[src/rtl/pipe_pooling_buf_pkg.sv]
// Shared types for the HWCE-to-pooling elastic buffer: FSM state encoding and per-word tags.
package hwce_types;

   typedef enum logic [1:0] {
      PB_IDLE  = 2'd0,
      PB_RUN   = 2'd1,
      PB_DRAIN = 2'd2
   } pipe_pool_buf_state_t;

   // Position markers stored alongside each buffered word
   typedef struct packed {
      logic eol;
      logic last;
   } pb_tags_t;

endpackage

[src/rtl/pipe_pooling_buf_if.sv]
// Stream bundle between the engine output, the buffer and the pooling layer.
interface pipe_pooling_buf_if #(
   parameter int AXI_WIDTH = 32,
   parameter int NPX       = 4
);
   localparam int DW = NPX * AXI_WIDTH;
   localparam int KW = DW / 8;

   logic          y_in_TVALID_i;
   logic          y_in_TREADY_o;
   logic [DW-1:0] y_in_TDATA_i;
   logic [KW-1:0] y_in_TKEEP_i;

   logic          pool_TVALID_o;
   logic          pool_TREADY_i;
   logic [DW-1:0] pool_TDATA_o;
   logic [KW-1:0] pool_TKEEP_o;
   logic [KW-1:0] pool_TSTRB_o;
   logic          pool_EOL_o;
   logic          pool_TLAST_o;

   // slave: the buffer itself; master: engine plus pooling layer around it
   modport slave (
      input  y_in_TVALID_i, y_in_TDATA_i, y_in_TKEEP_i, pool_TREADY_i,
      output y_in_TREADY_o, pool_TVALID_o, pool_TDATA_o, pool_TKEEP_o,
             pool_TSTRB_o, pool_EOL_o, pool_TLAST_o
   );

   modport master (
      output y_in_TVALID_i, y_in_TDATA_i, y_in_TKEEP_i, pool_TREADY_i,
      input  y_in_TREADY_o, pool_TVALID_o, pool_TDATA_o, pool_TKEEP_o,
             pool_TSTRB_o, pool_EOL_o, pool_TLAST_o
   );
endinterface

[src/rtl/pipe_pooling_buf_fifo.sv]
// Generic synchronous FIFO with occupancy count and synchronous flush.
module pool_stream_fifo #(
   parameter int DEPTH = 4,
   parameter int WIDTH = 8
) (
   input  logic                       clk,
   input  logic                       rst_n,
   input  logic                       flush,
   input  logic                       push,
   input  logic                       pop,
   input  logic [WIDTH-1:0]           wdata,
   output logic [WIDTH-1:0]           rdata,
   output logic                       full,
   output logic                       empty,
   output logic [$clog2(DEPTH):0]     level
);
   localparam int AW = $clog2(DEPTH);
   localparam int LW = AW + 1;

   logic [WIDTH-1:0] mem [DEPTH];
   logic [AW-1:0]    wr_ptr;
   logic [AW-1:0]    rd_ptr;
   logic [LW-1:0]    count;
   logic             do_push;
   logic             do_pop;

   assign full    = (count == LW'(DEPTH));
   assign empty   = (count == '0);
   assign level   = count;
   assign rdata   = mem[rd_ptr];
   // A full FIFO refuses pushes even when a pop frees a slot in the same cycle
   assign do_push = push && !full;
   assign do_pop  = pop && !empty;

   always_ff @(posedge clk) begin
      if (do_push) mem[wr_ptr] <= wdata;
   end

   always_ff @(posedge clk or negedge rst_n) begin
      if (!rst_n) begin
         wr_ptr <= '0;
         rd_ptr <= '0;
         count  <= '0;
      end else if (flush) begin
         wr_ptr <= '0;
         rd_ptr <= '0;
         count  <= '0;
      end else begin
         if (do_push) wr_ptr <= wr_ptr + AW'(1);
         if (do_pop)  rd_ptr <= rd_ptr + AW'(1);
         case ({do_push, do_pop})
            2'b10:   count <= count + LW'(1);
            2'b01:   count <= count - LW'(1);
            default: count <= count;
         endcase
      end
   end

endmodule

[src/rtl/pipe_pooling_buf.sv]
// Elastic stage between HWCE output and pooling: buffers words and tags row/feature ends.
//
//   state    | meaning
//   PB_IDLE  | waiting for start, input closed
//   PB_RUN   | accepting words, tracking col/row/feat
//   PB_DRAIN | all words accepted, waiting for FIFO to empty
module pipe_pooling_buf
   import hwce_types::*;
#(
   parameter int AXI_WIDTH = 32,
   parameter int NPX       = 4,
   parameter int DEPTH     = 4,
   parameter int CNT_W     = 16
) (
   input  logic                   clk,
   input  logic                   rst_n,
   input  logic                   clear,
   input  logic                   start_i,
   input  logic [CNT_W-1:0]       row_width_i,
   input  logic [CNT_W-1:0]       n_rows_i,
   input  logic [CNT_W-1:0]       n_feat_i,
   output logic                   busy_o,
   output logic                   done_o,
   output logic                   err_o,
   output logic [$clog2(DEPTH):0] level_o,
   pipe_pooling_buf_if.slave      bus
);
   localparam int DW = NPX * AXI_WIDTH;
   localparam int KW = DW / 8;
   localparam int LW = $clog2(DEPTH) + 1;
   localparam int EW = DW + KW + $bits(pb_tags_t);
   localparam logic [CNT_W-1:0] NPX_C = CNT_W'(NPX);
   localparam logic [CNT_W-1:0] ONE   = CNT_W'(1);

   typedef struct packed {
      logic [DW-1:0] data;
      logic [KW-1:0] keep;
      pb_tags_t      tags;
   } entry_t;

   pipe_pool_buf_state_t state;
   logic [CNT_W-1:0] rw_q, nr_q, nf_q;
   logic [CNT_W-1:0] col, row, feat;
   logic             full, empty, push, pop, in_ready, geom_ok;
   logic             last_col, last_row, last_feat, drain_done;
   logic [LW-1:0]    level;
   entry_t           wr_entry, rd_entry;

   assign geom_ok = (row_width_i != '0) && (n_rows_i != '0) && (n_feat_i != '0)
                    && ((row_width_i % NPX_C) == '0);

   assign in_ready  = (state == PB_RUN) && !full;
   assign push      = bus.y_in_TVALID_i && in_ready;
   assign pop       = bus.pool_TREADY_i && !empty;
   assign last_col  = (col == rw_q - NPX_C);
   assign last_row  = (row == nr_q - ONE);
   assign last_feat = (feat == nf_q - ONE);
   // Retire the job on the edge that empties the FIFO so done and !busy line up
   assign drain_done = (state == PB_DRAIN) && (empty || (pop && level == LW'(1)));

   assign wr_entry.data      = bus.y_in_TDATA_i;
   assign wr_entry.keep      = bus.y_in_TKEEP_i;
   assign wr_entry.tags.eol  = last_col;
   assign wr_entry.tags.last = last_col && last_row;

   pool_stream_fifo #(
      .DEPTH (DEPTH),
      .WIDTH (EW)
   ) u_fifo (
      .clk   (clk),
      .rst_n (rst_n),
      .flush (clear),
      .push  (push),
      .pop   (pop),
      .wdata (wr_entry),
      .rdata (rd_entry),
      .full  (full),
      .empty (empty),
      .level (level)
   );

   always_ff @(posedge clk or negedge rst_n) begin
      if (!rst_n) begin
         state  <= PB_IDLE;
         rw_q   <= '0;
         nr_q   <= '0;
         nf_q   <= '0;
         col    <= '0;
         row    <= '0;
         feat   <= '0;
         done_o <= 1'b0;
         err_o  <= 1'b0;
      end else if (clear) begin
         state  <= PB_IDLE;
         rw_q   <= '0;
         nr_q   <= '0;
         nf_q   <= '0;
         col    <= '0;
         row    <= '0;
         feat   <= '0;
         done_o <= 1'b0;
         err_o  <= 1'b0;
      end else begin
         done_o <= 1'b0;
         err_o  <= 1'b0;
         case (state)
            PB_IDLE: begin
               if (start_i) begin
                  if (geom_ok) begin
                     rw_q  <= row_width_i;
                     nr_q  <= n_rows_i;
                     nf_q  <= n_feat_i;
                     col   <= '0;
                     row   <= '0;
                     feat  <= '0;
                     state <= PB_RUN;
                  end else begin
                     err_o <= 1'b1;
                  end
               end
            end
            PB_RUN: begin
               if (push) begin
                  if (last_col) begin
                     col <= '0;
                     if (last_row) begin
                        row  <= '0;
                        feat <= feat + ONE;
                        if (last_feat) state <= PB_DRAIN;
                     end else begin
                        row <= row + ONE;
                     end
                  end else begin
                     col <= col + NPX_C;
                  end
               end
            end
            PB_DRAIN: begin
               if (drain_done) begin
                  done_o <= 1'b1;
                  state  <= PB_IDLE;
               end
            end
            default: state <= PB_IDLE;
         endcase
      end
   end

   assign busy_o  = (state != PB_IDLE);
   assign level_o = level;

   // Head fields are forced to zero while empty so stale entries never show
   assign bus.y_in_TREADY_o = in_ready;
   assign bus.pool_TVALID_o = !empty;
   assign bus.pool_TDATA_o  = empty ? '0 : rd_entry.data;
   assign bus.pool_TKEEP_o  = empty ? '0 : rd_entry.keep;
   assign bus.pool_TSTRB_o  = empty ? '0 : rd_entry.keep;
   assign bus.pool_EOL_o    = !empty && rd_entry.tags.eol;
   assign bus.pool_TLAST_o  = !empty && rd_entry.tags.last;

endmodule
[src/flat_wrapper.sv]
// flat-port wrapper written by rule: the top's interface ports become plain ports
module pipe_pooling_buf_flat import hwce_types::*;
#(
   parameter int AXI_WIDTH = 32,
   parameter int NPX       = 4,
   parameter int DEPTH     = 4,
   parameter int CNT_W     = 16
)
  (clk, rst_n, clear, start_i, row_width_i, n_rows_i, n_feat_i, busy_o, done_o, err_o, level_o, bus_y_in_TVALID_i, bus_y_in_TDATA_i, bus_y_in_TKEEP_i, bus_pool_TREADY_i, bus_y_in_TREADY_o, bus_pool_TVALID_o, bus_pool_TDATA_o, bus_pool_TKEEP_o, bus_pool_TSTRB_o, bus_pool_EOL_o, bus_pool_TLAST_o);
  pipe_pooling_buf_if #(.AXI_WIDTH(AXI_WIDTH), .NPX(NPX)) bus_i ();
  input  logic clk;
  input  logic rst_n;
  input  logic clear;
  input  logic start_i;
  input  logic [CNT_W-1:0] row_width_i;
  input  logic [CNT_W-1:0] n_rows_i;
  input  logic [CNT_W-1:0] n_feat_i;
  output logic busy_o;
  output logic done_o;
  output logic err_o;
  output logic [$clog2(DEPTH):0] level_o;
  input wire logic [$bits(bus_i.y_in_TVALID_i)-1:0] bus_y_in_TVALID_i;
  input wire logic [$bits(bus_i.y_in_TDATA_i)-1:0] bus_y_in_TDATA_i;
  input wire logic [$bits(bus_i.y_in_TKEEP_i)-1:0] bus_y_in_TKEEP_i;
  input wire logic [$bits(bus_i.pool_TREADY_i)-1:0] bus_pool_TREADY_i;
  output wire logic [$bits(bus_i.y_in_TREADY_o)-1:0] bus_y_in_TREADY_o;
  output wire logic [$bits(bus_i.pool_TVALID_o)-1:0] bus_pool_TVALID_o;
  output wire logic [$bits(bus_i.pool_TDATA_o)-1:0] bus_pool_TDATA_o;
  output wire logic [$bits(bus_i.pool_TKEEP_o)-1:0] bus_pool_TKEEP_o;
  output wire logic [$bits(bus_i.pool_TSTRB_o)-1:0] bus_pool_TSTRB_o;
  output wire logic [$bits(bus_i.pool_EOL_o)-1:0] bus_pool_EOL_o;
  output wire logic [$bits(bus_i.pool_TLAST_o)-1:0] bus_pool_TLAST_o;
  assign bus_i.y_in_TVALID_i = bus_y_in_TVALID_i;
  assign bus_i.y_in_TDATA_i = bus_y_in_TDATA_i;
  assign bus_i.y_in_TKEEP_i = bus_y_in_TKEEP_i;
  assign bus_i.pool_TREADY_i = bus_pool_TREADY_i;
  assign bus_y_in_TREADY_o = bus_i.y_in_TREADY_o;
  assign bus_pool_TVALID_o = bus_i.pool_TVALID_o;
  assign bus_pool_TDATA_o = bus_i.pool_TDATA_o;
  assign bus_pool_TKEEP_o = bus_i.pool_TKEEP_o;
  assign bus_pool_TSTRB_o = bus_i.pool_TSTRB_o;
  assign bus_pool_EOL_o = bus_i.pool_EOL_o;
  assign bus_pool_TLAST_o = bus_i.pool_TLAST_o;
  pipe_pooling_buf #(.AXI_WIDTH(AXI_WIDTH), .NPX(NPX), .DEPTH(DEPTH), .CNT_W(CNT_W)) u_core (.clk(clk), .rst_n(rst_n), .clear(clear), .start_i(start_i), .row_width_i(row_width_i), .n_rows_i(n_rows_i), .n_feat_i(n_feat_i), .busy_o(busy_o), .done_o(done_o), .err_o(err_o), .level_o(level_o), .bus(bus_i));
endmodule
[config.mk]
export PLATFORM = sky130hd
export DESIGN_NAME = pipe_pooling_buf_flat
export DESIGN_NICKNAME = d
export VERILOG_FILES = /design/src/rtl/pipe_pooling_buf_pkg.sv /design/src/rtl/pipe_pooling_buf_if.sv /design/src/rtl/pipe_pooling_buf_fifo.sv /design/src/rtl/pipe_pooling_buf.sv /design/src/flat_wrapper.sv
export SDC_FILE = /design/constraint.sdc
export NUM_CORES = 1
export LEC_CHECK = 0
export ABC_AREA = 1
export CELL_PAD_IN_SITES_DETAIL_PLACEMENT = 1
export CELL_PAD_IN_SITES_GLOBAL_PLACEMENT = 2
export CORE_MARGIN = 1.5
export CORE_UTILIZATION = 44
export DETAILED_ROUTE_END_ITERATION = 8
export DONT_BUFFER_PORTS = 1
export PLACE_DENSITY_LB_ADDON = 0.1
export SETUP_SLACK_MARGIN = 0.2
export SLEW_MARGIN = 40
export SYNTH_ARGS = -nofsm -noshare
export SYNTH_HDL_FRONTEND = slang
export SYNTH_SLANG_ARGS = --single-unit
[constraint.sdc]
create_clock -name clk -period 20.8 [get_ports clk]
set_input_delay 1.04 -clock clk [delete_from_list [all_inputs] [get_ports clk]]
set_output_delay 1.04 -clock clk [all_outputs]
set_load 0.05 [all_outputs]
-- Word-level counts from Yosys, hierarchy flattened
Memory sizes are Yosys's and may differ from the RTL's.
Cells that the tools add are included.
- bits of input ports: 198
- bits in writable memories: 584
- memories: 1
- bits in registers: 107
- output and inout port bits: 170
- logic and storage cells: 128
- reduce and logical (&&, ||, !) cells: 35
- equality and inequality tests: 16
- mux-type cells: 54
- add/sub/neg operators: 10
- memory list (name ; depth ; width ; rd ports ; clocked after Yosys merged registers in ; wr ports ; line ; source):
    u_core.u_fifo.mem ; 4 ; 146 ; 1 ; 0 ; 1 ; pipe_pooling_buf_fifo.sv:20 ; logic [WIDTH-1:0] mem [DEPTH];
- operators by type and width (kind ; number):
    $mux W16 ; 26
    $mux W128 ; 1
    $pmux W16 S2 ; 3
    $eq A16 B16 Y1 ; 3
    $reduce_bool A16 Y1 ; 3
    $add A16 B1 Y16 const B ; 2
    $sub A16 B1 Y16 const B ; 2
    $mux W2 ; 12
    $add A16 B3 Y16 const B ; 1
    $logic_not A16 Y1 ; 1
    $sub A16 B3 Y16 const B ; 1
    $ne A3 B2 Y1 const B ; 5
    $logic_and A1 B1 Y1 ; 13
    $reduce_bool A2 Y1 ; 6
    $mux W1 ; 9
    $reduce_and A7 Y1 ; 1
    $ne A3 B3 Y1 const B ; 2
    $pmux W2 S3 ; 1
    $pmux W3 S2 ; 1
    $reduce_and A6 Y1 ; 1
    $reduce_bool A3 Y1 ; 2
    $reduce_and A5 Y1 ; 1
    $add A2 B1 Y2 const B ; 2
    $eq A2 B1 Y1 const B ; 2
    12 further kinds ; 14

-- Longest topological paths before layout
Gate-level depths: netlist (run 1).
- depth in word-level cells: 9
- gate-level depth with buffers: 19
- gate-level depth less buffers: 18

-- Modules after synthesis
Synthesis (run 1) repeated with hierarchy kept, for this count alone.
- cells, all modules: 2881
- area, all modules: 30549.3 um^2
- by module, submodules not included (module ; cells each ; instances ; seq. area each (um^2) ; area each (um^2)):
    pool_stream_fifo ; 1477 ; 1 ; 17712.0 ; 21986.1
    pipe_pooling_buf ; 1404 ; 1 ; 2452.4 ; 8563.2

-- Worst setup path after synthesis (run 1)
No wires, ideal clock.
- path kind: reg-to-reg
- from: register u_core.u_fifo.count[0], in the netlist u_core.u_fifo.level[0]
- to: memory u_core.u_fifo.mem[0][0] (netlist bit) (enable)
- buffers on the path: 1
- clock period less this slack: 8628 ps
- arrival: 7975 ps
- data required time: 20147 ps
- cell stages (with the launch flop): 7
- setup slack: 12172 ps
- cell sequence: dfrtp_1 > inv_1 > ha_1 > a21oi_2 > nand2_1 > buf_2 > nor2_1
- word-level cells in the longest chain between the ends: 7
- RTL lines (what ; line ; source):
    from (decl) ; pipe_pooling_buf_fifo.sv:23 ; logic [LW-1:0] count;
    from (signal assigned) ; pipe_pooling_buf_fifo.sv:52 ; 2'b10: count <= count + LW'(1);
    from (signal assigned) ; pipe_pooling_buf_fifo.sv:53 ; 2'b01: count <= count - LW'(1);
    from (signal assigned) ; pipe_pooling_buf_fifo.sv:54 ; default: count <= count;
    $eq A3 B3 Y1 ; pipe_pooling_buf_fifo.sv:27 ; assign full = (count == LW'(DEPTH));
    $logic_not A1 Y1 ; pipe_pooling_buf.sv:52 ; assign in_ready = (state == PB_RUN) && !full;
    $logic_and A1 B1 Y1 ; pipe_pooling_buf.sv:52 ;
    net bus_y_in_TREADY_o ; flat_wrapper.sv:26 ; output wire logic [$bits(bus_i.y_in_TREADY_o)-1:0] bus_y_in_TREADY_o;
    $logic_and A1 B1 Y1 ; pipe_pooling_buf.sv:53 ; assign push = bus.y_in_TVALID_i && in_ready;
    $logic_and A1 B1 Y1 ; pipe_pooling_buf_fifo.sv:32 ; assign do_push = push && !full;
    $mux W1 ; pipe_pooling_buf_fifo.sv:36 ; if (do_push) mem[wr_ptr] <= wdata;
    $mux W1 (implied by the code) ; pipe_pooling_buf_fifo.sv:36 ;
    to (decl) ; pipe_pooling_buf_fifo.sv:20 ;
The timed path passes the listed nets, and every way through them passes these cells.

-- Worst setup path after layout (run 1)
- from: register u_core.u_fifo.rd_ptr[0]
- to: output bus_pool_TDATA_o[87]
- word-level cells in the longest chain between the ends: 2
- RTL lines (what ; line ; source):
    from (decl) ; pipe_pooling_buf_fifo.sv:22 ; logic [AW-1:0] rd_ptr;
    from (signal assigned) ; pipe_pooling_buf_fifo.sv:50 ; if (do_pop) rd_ptr <= rd_ptr + AW'(1);
    $mem_v2 Z4 W146 ; -- ;
    $mux W128 ; pipe_pooling_buf.sv:155 ; assign bus.pool_TDATA_o = empty ? '0 : rd_entry.data;
    to (decl) ; flat_wrapper.sv:28 ; output wire logic [$bits(bus_i.pool_TDATA_o)-1:0] bus_pool_TDATA_o;
No other way between the ends.

==> flow_summary_export.csv, run 1 <==
group,metric,value,unit
cells_and_area,fin_area,33960,µm²
power_and_ir_drop,seqPwrFrac,37.4,%
synthesis,synth.cell_area,29900,µm²
global_route,antenna_found_initial,0,
cells_and_area,diodes,0,
synthesis,synth_seq_area_share,67.43,%
power_and_ir_drop,pwr-share-comb,31.5,%
cells_and_area,nets,3014,
sta,fin_crit,4.467,ns
sta,final.setup.tns,0,ns
power_and_ir_drop,finalPower,0.004167,W
cells_and_area,layout-drive-gt1-share,11.81,%
synthesis,synth_edf_count,584,
clock_tree,clock_path_buffers,3,
synthesis,synth_flop_cell,"edfxtp_1",
critical_path,end_kind,"output port",
hold_path,hp-class,"in2async",
sta,drv_slew,0,
synthesis,synth_top_area_share,58.65,%
clock_tree,root_buffer,"clkbuf_16",
sta,worst_pin_slew,0.7959,ns
clock_tree,clock_latency,0.62,ns
power_and_ir_drop,swShare,39.61,%
sta,fin_crit_sh,21.48,%
clock_tree,cts.clk_slew.worst_paths,0.06,ns
synthesis,synthArstFlopShare,15.24,%
power_and_ir_drop,power.internal,0.002516,W
synthesis,avgSynthCellArea,10.57,µm²
critical_path,max_stage_delay,0.63,ns
synthesis,yosys.area.top_type,"edfxtp_1",
drt,dr_wl_met2,39660,µm
drt,vias,20420,
placement,post-place-ws,16.41,ns
clock_tree,cts_hold_buf,0,
floorplanning,fp.dieH,263.7,µm
cells_and_area,area_growth,13.58,%
power_and_ir_drop,powerDensity,122.7,nW/µm²
sta,rsz0062_at_grt,"false",
drt,top_layer,"met4",
drt,drtAntennaViolNets,0,
clock_tree,ctsResizeCount,0,
drt,drt_iter0_drc,1376,
sta,hold_viol,0,
critical_path,r2r_slack,16.44,ns
power_and_ir_drop,vdd_ir_drop_max,0.08578,mV
outcome,status,"finished clean",
sta,fin_ws,16.33,ns
sta,finalSetupViolCount,0,
critical_path,crit_chain,"inv_6 > buf_6 > o21ai_0 > a21oi_2",
synthesis,synth_area_leaders,"edfxtp_1 (59%), nor2_1 (9.1%), dfrtp_1 (8.8%)",
cells_and_area,seq_area,20170,µm²
cells_and_area,multiInputGateArea,9000,µm²
synthesis,synth_cell_type_count,46,
placement,io_buffer_count,0,
floorplanning,core,67160,µm²
drt,wl_met3,6181,µm
critical_path,start_kind,"flip-flop",
global_route,grtUsageTotal,23.88,%
drt,routed_wl,82410,µm
floorplanning,core.rowCount,95,
sta,slew_headroom,46.94,%
global_route,grt_pass1_wl,128400,µm
critical_path,critical_path_arrival,3.43,ns
clock_tree,cts_sinks,689,
sta,fmax,223.9,MHz
global_route,grt_max_degree,147,
drt,vias_per_cell,5.468,
power_and_ir_drop,p_leak,12.13,nW
cells_and_area,fill_cells,7033,
critical_path,crit_type,"reg2out",
drt,drt-met1-wl,34160,µm
global_route,grt_pass1_vias,22170,
placement,dpl_cell_area,31530,µm²
clock_tree,cts_buffers,74,
synthesis,syn_inst,2829,
sta,clock_skew,0.02462,ns
floorplanning,dieArea,69530,µm²
critical_path,worstPathMaxFanout,117,
floorplanning,start_util,44.53,%
floorplanning,io_pins,368,
power_and_ir_drop,switchingPower,0.001650,W
critical_path,critPathRequiredTime,19.76,ns
floorplanning,dieWidth,263.7,µm
drt,drc_errors,0,
placement,place_hpwl,50940,µm
clock_tree,cts_setup_buffers,0,
drt,first_pass_iters,4,
synthesis,ys_ff_latch,689,
global_route,grt_overflow,0,
placement,globalplace.congestion,0.8121,
synthesis,yosys_warnings,0,
drt,post_drt_wl_per_cell,22.07,µm
run,drv_cap,0,
clock_tree,cts_tree,"built",
power_and_ir_drop,pwr-share-clk,31.1,%
synthesis,synth_nets,3041,
sta,holdWs,0.1228,ns
critical_path,slowest_stage,"dfrtp_4",
clock_tree,ctsHtreeMaxLevel,3,
logic make-up after synthesis:
family	synth area share (%)
and+or+nand+nor	16.62
buffers and inverters	4.163
xor gates and xnor gates	1.862
DFF	67.43
AOI/OAI and AO/OA	9.335
adders and majority gates	0.5858
stage by stage:
step	std cells	util [%]
2_1_floorplan	2829	-
3_3_place_gp	3589	45.99
3_5_place_dp	3597	46.94
4_1_cts	3733	50.50
5_1_grt	3735	50.57
6_report	3735	50.57
placed cells by master, fill, tap and decap left out, drive strengths merged:
cell type and n:
nor3b 4, clkinv 33, clkinvlp 1, nor2 741
o21a 1, dfrtp 105, xor2 39, bufinv 6
a31oi 1, or2 2, xnor3 1, o2bb2ai 1
o21bai 1, nand3 109, xnor2 22, and2 1
inv 143, o22ai 14, a31o 1, a22oi 1
edfxtp 584, nand2 282, a21boi 1, a2bb2oi 1
nand4 22, clkbuf 93, nor3 36, a21oi 160
nand3b 8, o21ai 364, ha 14, a21o 1
nor4 5, buf 64
synth_stat cells, drive strengths merged, types with 22 or more instances:
master  count
nand4      22
inv       140
nor3       36
nand3     109
nor2      741
o21ai     364
clkbuf    116
a21oi     160
buf        51
xor2       39
dfrtp     105
edfxtp    584
xnor2      22
nand2     282
final cells by class:
cell class	count	area share [%]
Multi-Input combinational cell	1833	26.50
Inverter	140	1.584
Clock inverter	43	1.278
Tap cell	873	3.216
Clock buffer	93	5.754
Sequential cell	689	59.39
Timing Repair Buffer	64	2.273
state kept, by name, summed over array words and instances, names as in the netlist:
| name | flops |
|---|---|
| u_core.col | 14 |
| u_core.done_o | 1 |
| u_core.err_o | 1 |
| u_core.feat | 16 |
| u_core.nf_q | 16 |
| u_core.nr_q | 16 |
| u_core.row | 16 |
| u_core.rw_q | 16 |
| u_core.state | 2 |
| u_core.u_fifo.level | 3 |
| u_core.u_fifo.mem | 584 |
| u_core.u_fifo.rd_ptr | 2 |
| u_core.u_fifo.wr_ptr | 2 |
path summary, 6_finish.rpt:
check                                                          from                         end  cells after the start
worst min register to register           u_core.rw_q[1]$_DFFE_PN0P_  u_core.rw_q[1]$_DFFE_PN0P_                      2
worst max-delay path            u_core.u_fifo.rd_ptr[0]$_DFFE_PN0P_        bus_pool_TDATA_o[87]                      4
worst max register to register   u_core.u_fifo.level[0]$_DFFE_PN0P_  u_core.feat[5]$_DFFE_PN0P_                     11
min in group clk                         u_core.rw_q[1]$_DFFE_PN0P_  u_core.rw_q[1]$_DFFE_PN0P_                      2
worst min-delay path                                          rst_n  u_core.rw_q[4]$_DFFE_PN0P_                      0
max in group asynchronous                                     rst_n  u_core.feat[6]$_DFFE_PN0P_                      0
power groups by stage:
stage | Combinational (W) | Sequential [W] | Clock [W]
2_1_floorplan | 0.000992 | 0.00158 | 0
3_3_place_gp | 0.00122 | 0.00159 | 0
3_5_place_dp | 0.00131 | 0.00159 | 0
4_1_cts | 0.00132 | 0.00156 | 0.00132
5_1_grt | 0.00140 | 0.00156 | 0.00137
6_report | 0.00131 | 0.00156 | 0.00129
worst max-delay path: cells and delay by family (launching register included):
kind                   cells  cell delay [ns]
buffers and inverters      2             1.03
AO/OA/AOI/OAI              2             0.99
flip-flops                 1             0.63
layer usage:
layer / global-route usage (%) / vias up
li1: - / 9625
met3: 7.401 / 109
met1: 29.31 / 10240
met5: 0 / -
met4: 8.171 / 0
met2: 39.92 / 448
Power figures use the tool's default switching activity.
==> inputs of run 2 (changes only) <==
- CORE_UTILIZATION: 44 -> 37
- clock period: 20.8 -> 4.06 ns (I/O delays scaled with it)
==> flow_summary_export.csv, run 2 (synthesized netlist as in run 1, its figures left out) <==
group,metric,value,unit
power_and_ir_drop,power.internal,0.01350,W
placement,globalplace.congestion,0.7961,
power_and_ir_drop,swShare,38.86,%
clock_tree,root_buffer,"clkbuf_16",
critical_path,reg2reg_depth,10,
outcome,status,"finished clean",
drt,drt_iter0_drc,991,
clock_tree,ctsHtreeMaxLevel,3,
clock_tree,cts_setup_buffers,0,
critical_path,r2r_slack,0.84,ns
critical_path,rr_startpoint,"u_core.u_fifo.level[0]$_DFFE_PN0P_",
global_route,grt_overflow,0,
cells_and_area,stdcell_count,4254,
critical_path,crit_family,"buffers and inverters",
global_route,grtUsageTotal,21.05,%
floorplanning,core.rowCount,104,
sta,drv_slew,0,
sta,finalSetupViolCount,0,
sta,fin_crit,3.344,ns
floorplanning,dieWidth,287.3,µm
critical_path,crit_end,"bus_pool_TKEEP_o[10]",
critical_path,worstPathMaxFanout,97,
drt,drc_errors,0,
critical_path,crit_chain,"buf_12 > buf_16 > nor2_1 > nor2_1 > o21ai_0 > a21oi_2 > buf_4",
critical_path,slowest_stage,"dfrtp_4",
sta,clock_skew,0.03154,ns
critical_path,max_stage_delay,0.75,ns
clock_tree,cts_buffers,78,
sta,fin_crit_sh,82.37,%
sta,rsz0062_at_grt,"false",
cells_and_area,area_growth,22.73,%
placement,place_hpwl,54650,µm
hold_path,hp-class,"in2reg",
clock_tree,cts_tree,"built",
critical_path,r2r_end,"u_core.nr_q[13]$_DFFE_PN0P_",
floorplanning,fp.dieH,287.3,µm
cells_and_area,layout-drive-gt1-share,11.50,%
global_route,antenna_found_initial,6,
power_and_ir_drop,switchingPower,0.008582,W
drt,drtAntennaViolNets,0,
global_route,grt_pass1_wl,134600,µm
clock_tree,cts_sinks,689,
drt,vias,21550,
placement,dpl_cell_area,32300,µm²
critical_path,cp_common_cell,"nor2_1",
drt,routed_wl,87520,µm
hold_path,min_path_cells,4,
floorplanning,core,80290,µm²
global_route,grt_pass1_vias,22950,
sta,slew_headroom,47.90,%
clock_tree,cts.clk_slew.worst_paths,0.06,ns
placement,io_buffer_count,0,
cells_and_area,fin_area,36700,µm²
cells_and_area,regMostFlops,"u_core.u_fifo.mem",
placement,placedCellCount,3915,
drt,post_drt_wl_per_cell,20.57,µm
critical_path,path_buf_inv,3,
drt,first_pass_iters,5,
cells_and_area,largest_register_ffs,584,
power_and_ir_drop,vdd_ir_drop_max,0.4382,mV
critical_path,critical_path_depth,7,
critical_path,startpoint,"u_core.u_fifo.rd_ptr[0]$_DFFE_PN0P_",
sta,fmax,299.0,MHz
critical_path,start_kind,"flip-flop",
power_and_ir_drop,powerDensity,601.7,nW/µm²
sta,worst_pin_slew,0.7815,ns
floorplanning,start_util,37.24,%
critical_path,critical_path_arrival,3.14,ns
power_and_ir_drop,p_leak,13.56,nW
sta,hold_viol,0,
critical_path,crit_type,"reg2out",
power_and_ir_drop,pwr-share-comb,33.8,%
cells_and_area,layout_common_cells,"nor2_1 (720), edfxtp_1 (584), o21ai_0 (358)",
drt,vias_per_cell,5.066,
floorplanning,dieArea,82530,µm²
cells_and_area,nets,3344,
clock_tree,ctsResizeCount,0,
critical_path,critPathRequiredTime,3.86,ns
run,drv_cap,0,
global_route,grt_max_degree,175,
floorplanning,io_pins,368,
sta,final.setup.tns,0,ns
clock_tree,clock_latency,0.62,ns
power_and_ir_drop,pwr-share-clk,30.0,%
critical_path,end_kind,"output port",
cells_and_area,final_common_cell,"nor2_1",
clock_tree,cts_hold_buf,196,
power_and_ir_drop,seqPwrFrac,36.2,%
clock_tree,clock_path_buffers,3,
[run 2: cell type report]
type | instances | area [µm²]
tap | 1060 | 1326
sequential | 689 | 20170
clock inverter | 35 | 274.0
fill | 8706 | 43590
antenna | 2 | 5.005
clock buffer | 105 | 2105
multi-input combinational | 1833 | 8623
inverter | 140 | 540.5
timing repair buffer | 390 | 3651
[run 2: how the worst min path moves through the flow]
stage                                       to  slack, ns            from
floorplan           u_core.col[10]$_DFFE_PN0P_      -0.09           rst_n
global placement    u_core.rw_q[7]$_DFFE_PN0P_      -0.09           rst_n
detailed placement  u_core.rw_q[1]$_DFFE_PN0P_      -0.09           rst_n
CTS                     u_core.err_o$_DFF_PN0_       0.02  row_width_i[0]
global route            u_core.err_o$_DFF_PN0_       0.03  row_width_i[0]
finish                  u_core.err_o$_DFF_PN0_       0.03  row_width_i[0]
[run 2: worst min-delay path, delay by kind of cell]
kind	cells	cell delay, ns
AND/OR/NAND/NOR	4	0.39
[run 2: power groups by stage]
| stage | registers (W) | clock network (W) | logic, W |
|---|---|---|---|
| floorplan | 0.00807 | 0 | 0.00510 |
| global placement | 0.00814 | 0 | 0.00720 |
| detailed placement | 0.00814 | 0 | 0.00727 |
| CTS | 0.00800 | 0.00682 | 0.00754 |
| global route | 0.00801 | 0.00708 | 0.00797 |
| finish | 0.00799 | 0.00663 | 0.00746 |
[run 2: routing by layer]
layer	share of wire, %	wire, µm	track usage [%]
met3	4.6	4014	4.151
met2	50	43390	36.17
met1	44	38470	27.27
met4	1.8	1597	5.132
met5	0.056	49	0
[run 2: through the flow]
stage	setup slack, ns	utilization [%]	total power, W	hold slack [ns]
after CTS	0.6631	45.66	0.02236	0.02122
after global placement	0.9803	40.19	0.01533	-0.08795
after floorplan	0.02469	-	0.01317	-0.09259
after detailed placement	0.9046	40.23	0.01542	-0.08914
final	0.7158	45.71	0.02208	0.02832
after global routing	0.4472	45.71	0.02306	0.03146
